[src/rtl/add_sub4_reg.sv]
// 4-bit signed adder/subtractor built from a full-adder ripple, with a registered
// 5-bit signed result and the raw (not sign-corrected) carry out of bit 3.
module add_sub4_reg (
  input  logic       clk,
  input  logic       rst,
  input  logic       op,
  input  logic [3:0] a,
  input  logic [3:0] b,
  input  logic       c_in,
  output logic [4:0] sum,
  output logic       c_out
);

  logic [3:0] bx;
  logic [4:0] carry;
  logic [3:0] s;
  logic [4:0] sum_d, sum_q;
  logic       c_out_d, c_out_q;

  // Subtract is a + ~b + 1 - c_in, so both b and the carry-in are inverted by op.
  always_comb begin
    bx       = b ^ {4{op}};
    carry    = '0;
    carry[0] = c_in ^ op;
    s        = '0;
    for (int i = 0; i < 4; i++) begin
      s[i]       = a[i] ^ bx[i] ^ carry[i];
      carry[i+1] = (a[i] & bx[i]) | (carry[i] & (a[i] ^ bx[i]));
    end
    // Sign bit of sext(a) + sext(bx) + ci, which never overflows at 5 bits.
    sum_d   = {a[3] ^ bx[3] ^ carry[4], s};
    c_out_d = carry[4];
  end

  always_ff @(posedge clk) begin
    if (rst) begin
      sum_q   <= '0;
      c_out_q <= 1'b0;
    end else begin
      sum_q   <= sum_d;
      c_out_q <= c_out_d;
    end
  end

  assign sum   = sum_q;
  assign c_out = c_out_q;

endmodule

[config.mk]
export PLATFORM = sky130hd
export DESIGN_NAME = add_sub4_reg
export DESIGN_NICKNAME = d
export VERILOG_FILES = /design/src/rtl/add_sub4_reg.sv
export SDC_FILE = /design/constraint.sdc
export NUM_CORES = 1
export LEC_CHECK = 0
export BUFFER_PORTS_ARGS = -buffer_cell sky130_fd_sc_hd__buf_2
export CAP_MARGIN = 20
export CORE_AREA = 3 3 40 42
export CTS_BUF_LIST = sky130_fd_sc_hd__clkbuf_2 sky130_fd_sc_hd__clkbuf_4 sky130_fd_sc_hd__clkbuf_8
export DETAILED_ROUTE_END_ITERATION = 12
export DIE_AREA = 0 0 43 45
export REMOVE_ABC_BUFFERS = 1
export SETUP_SLACK_MARGIN = 0.2
export SYNTH_ARGS = -nofsm -noshare
export SYNTH_HDL_FRONTEND = slang
export SYNTH_SLANG_ARGS = --single-unit
[constraint.sdc]
create_clock -name clk -period 4.3 [get_ports clk]
set_input_delay 0 -clock clk [delete_from_list [all_inputs] [get_ports clk]]
set_output_delay 0 -clock clk [all_outputs]
set_load 0.005 [all_outputs]
==> impl_metrics.env <==
export IMPL_fin_crit_sh_pct=44.0
export IMPL_dr_pass1_iters=2
export IMPL_syn_area_um2=324
export IMPL_wl_met1_um=215
export IMPL_critical_path_class="input pin to flop"
export IMPL_gp_congestion=0.618
export IMPL_clockRootBuffer="clkbuf_4"
export IMPL_clockBufferDepth=2
export IMPL_synth_distinct_cells=9
export IMPL_fin_cells=62
export IMPL_crit_path_start_kind="input pin"
export IMPL_hold_buffers=1
export IMPL_post_cts_setup_buffer_count=0
export IMPL_worstMarginPinSlew_ns=0.327
export IMPL_synth_seq_cells=6
export IMPL_period_needed_ns=1.89
export IMPL_layout_common_cells="buf_2 (17), dfxtp_1 (6), fa_1 (5)"
export IMPL_grt_pass1_wl_um=883
export IMPL_drt_vias_per_instance=3.65
export IMPL_wl_um=548
export IMPL_relSlewSlack_pct=78.1
export IMPL_totalPowerFinal_w=0.000157
export IMPL_via_count=226
export IMPL_fillers=138
export IMPL_peakVddDrop_v=0.0000804
export IMPL_highest_layer="met3"
export IMPL_place_inst=58
export IMPL_end_kind="flop"
export IMPL_holdPathEnd="sum[0]$_SDFF_PP0_"
export IMPL_cp_max_fo=5
export IMPL_holdWs_ns=0.165
export IMPL_die_h_um=45
export IMPL_final_common_cell="buf_2"
export IMPL_routedWlPerCell_um=8.84
export IMPL_postSynthAreaPerCell_um2=12.0
export IMPL_crit_arrival_ns=2.02
export IMPL_rsz0062_at_grt="no"
export IMPL_hold_path_class="input pin to flop"
export IMPL_muxShareOfSynthArea_pct=0
export IMPL_p_leak_nw=0.230
export IMPL_port_buffers=17
export IMPL_yosys_area_share_adder_pct=30.9
export IMPL_ys_seq_area_share_pct=37.1
export IMPL_cts_made_buffers=3
export IMPL_worstHoldStart="a[0]"
export IMPL_diodes=0
export IMPL_die_area_um2=1940
export IMPL_die_x_um=43
export IMPL_cts_tree="yes"
export IMPL_fin_setup_tns_ns=0
export IMPL_drtIter0Drc=1
export IMPL_rows=13
export IMPL_synth_simple_area_share_pct=10.4
export IMPL_setup_violations=0
export IMPL_gr_total_overflow=0
export IMPL_drv_slew=0
export IMPL_synth_top_family_by_area="adder cells"
export IMPL_grtUsageTotal_pct=6.72
export IMPL_dr_wl_met2_um=243
export IMPL_synth_xor_area_share_pct=13.5
export IMPL_clkTransAtPathRegs_ns=0.04
export IMPL_drive_above_1_share_pct=42.6
export IMPL_ant_nets=0
export IMPL_core_area_um2=1280
export IMPL_syn_inst=27
export IMPL_synthToLayoutAreaGrowth_pct=38.6
export IMPL_cp_data_required_time_ns=4.43
export IMPL_layout_nets=66
export IMPL_h_tree_depth=1
export IMPL_dr_wl_met3_um=90
export IMPL_finalHoldViolations=0
export IMPL_post_route_util_pct=35.0
export IMPL_clock_sinks=6
export IMPL_antenna_found_initial=0
export IMPL_drc=0
export IMPL_ioPinCount=18
export IMPL_cts_resized=0
export IMPL_ys_warnings_count=0
export IMPL_grt_max_degree=7
export IMPL_hold_depth=3
export IMPL_power_density_nw_per_um2=349
export IMPL_outcome="completed"
export IMPL_start_util_pct=25.2
export IMPL_drv_cap=0
export IMPL_grt_pass1_vias=238
export IMPL_fmax_ghz=0.529
export IMPL_synth_compound_area_share_pct=0
where the power goes:
part | internal [W] | total (W) | switching (W)
logic | 0.0000223 | 0.0000417 | 0.0000194
clock network | 0.0000314 | 0.0000488 | 0.0000174
registers | 0.0000644 | 0.0000662 | 0.00000178
total | 0.000118 | 0.000157 | 0.0000387
how the worst max path moves through the flow:
stage | startpoint | to | slack (ns) | cells past startpoint
2_1_floorplan | op | sum[3]$_SDFF_PP0_ | 2.43 | 8
3_3_place_gp | op | sum[3]$_SDFF_PP0_ | 2.19 | 9
3_5_place_dp | op | sum[3]$_SDFF_PP0_ | 2.14 | 9
4_1_cts | op | sum[3]$_SDFF_PP0_ | 2.40 | 9
5_1_grt | op | sum[3]$_SDFF_PP0_ | 2.31 | 9
6_report | op | sum[3]$_SDFF_PP0_ | 2.41 | 9
registers in the layout (all words and copies together) (netlist names):
register  flops
c_out         1
sum           5
cells in the mapped netlist:
master   count  area [um^2]
and2b_1      1         7.51
buf_6        1         11.3
dfxtp_1      6          120
fa_1         5          100
inv_1        4         15.0
nor2_1       2         7.51
nor2b_1      3         18.8
xnor2_1      2         17.5
xor2_1       3         26.3
layer usage:
layer / up-vias / track usage [%]
li1: 115 / -
met1: 94 / 7.41
met2: 17 / 9.58
met3: 0 / 2.39
met4: 0 / 7.23
met5: - / 0
area by class of cell:
| class | count | area [um^2] | share of cell area [%] |
|---|---|---|---|
| Inverter | 4 | 15.0 | 3.34 |
| Tap cell | 15 | 18.8 | 4.18 |
| Multi-Input combinational cell | 16 | 178 | 39.6 |
| Sequential cell | 6 | 120 | 26.7 |
| Clock buffer | 3 | 22.5 | 5.01 |
| Timing Repair Buffer | 18 | 95.1 | 21.2 |
critical path, cell delays in order:
cell and delay, ns:
buf_2 0.15, xor2_1 0.21, fa_1 0.21, inv_1 0.05, fa_1 0.38, fa_1 0.42
inv_1 0.09, fa_1 0.39, nor2b_1 0.13
cell families after synthesis:
group                    count (synthesis)
adder cells (fa/ha/maj)                  5
AND/OR/NAND/NOR                          6
buffers and inverters                    5
XOR/XNOR                                 5
flip-flops                               6
through the flow:
stage / instance area (um^2) / setup slack [ns]
after floorplan: 313 / 2.43
after global placement: 417 / 2.19
after detailed placement: 417 / 2.14
after CTS: 449 / 2.40
after global routing: 449 / 2.31
final: 449 / 2.41
No activity file was read; power rests on OpenSTA's default activity.
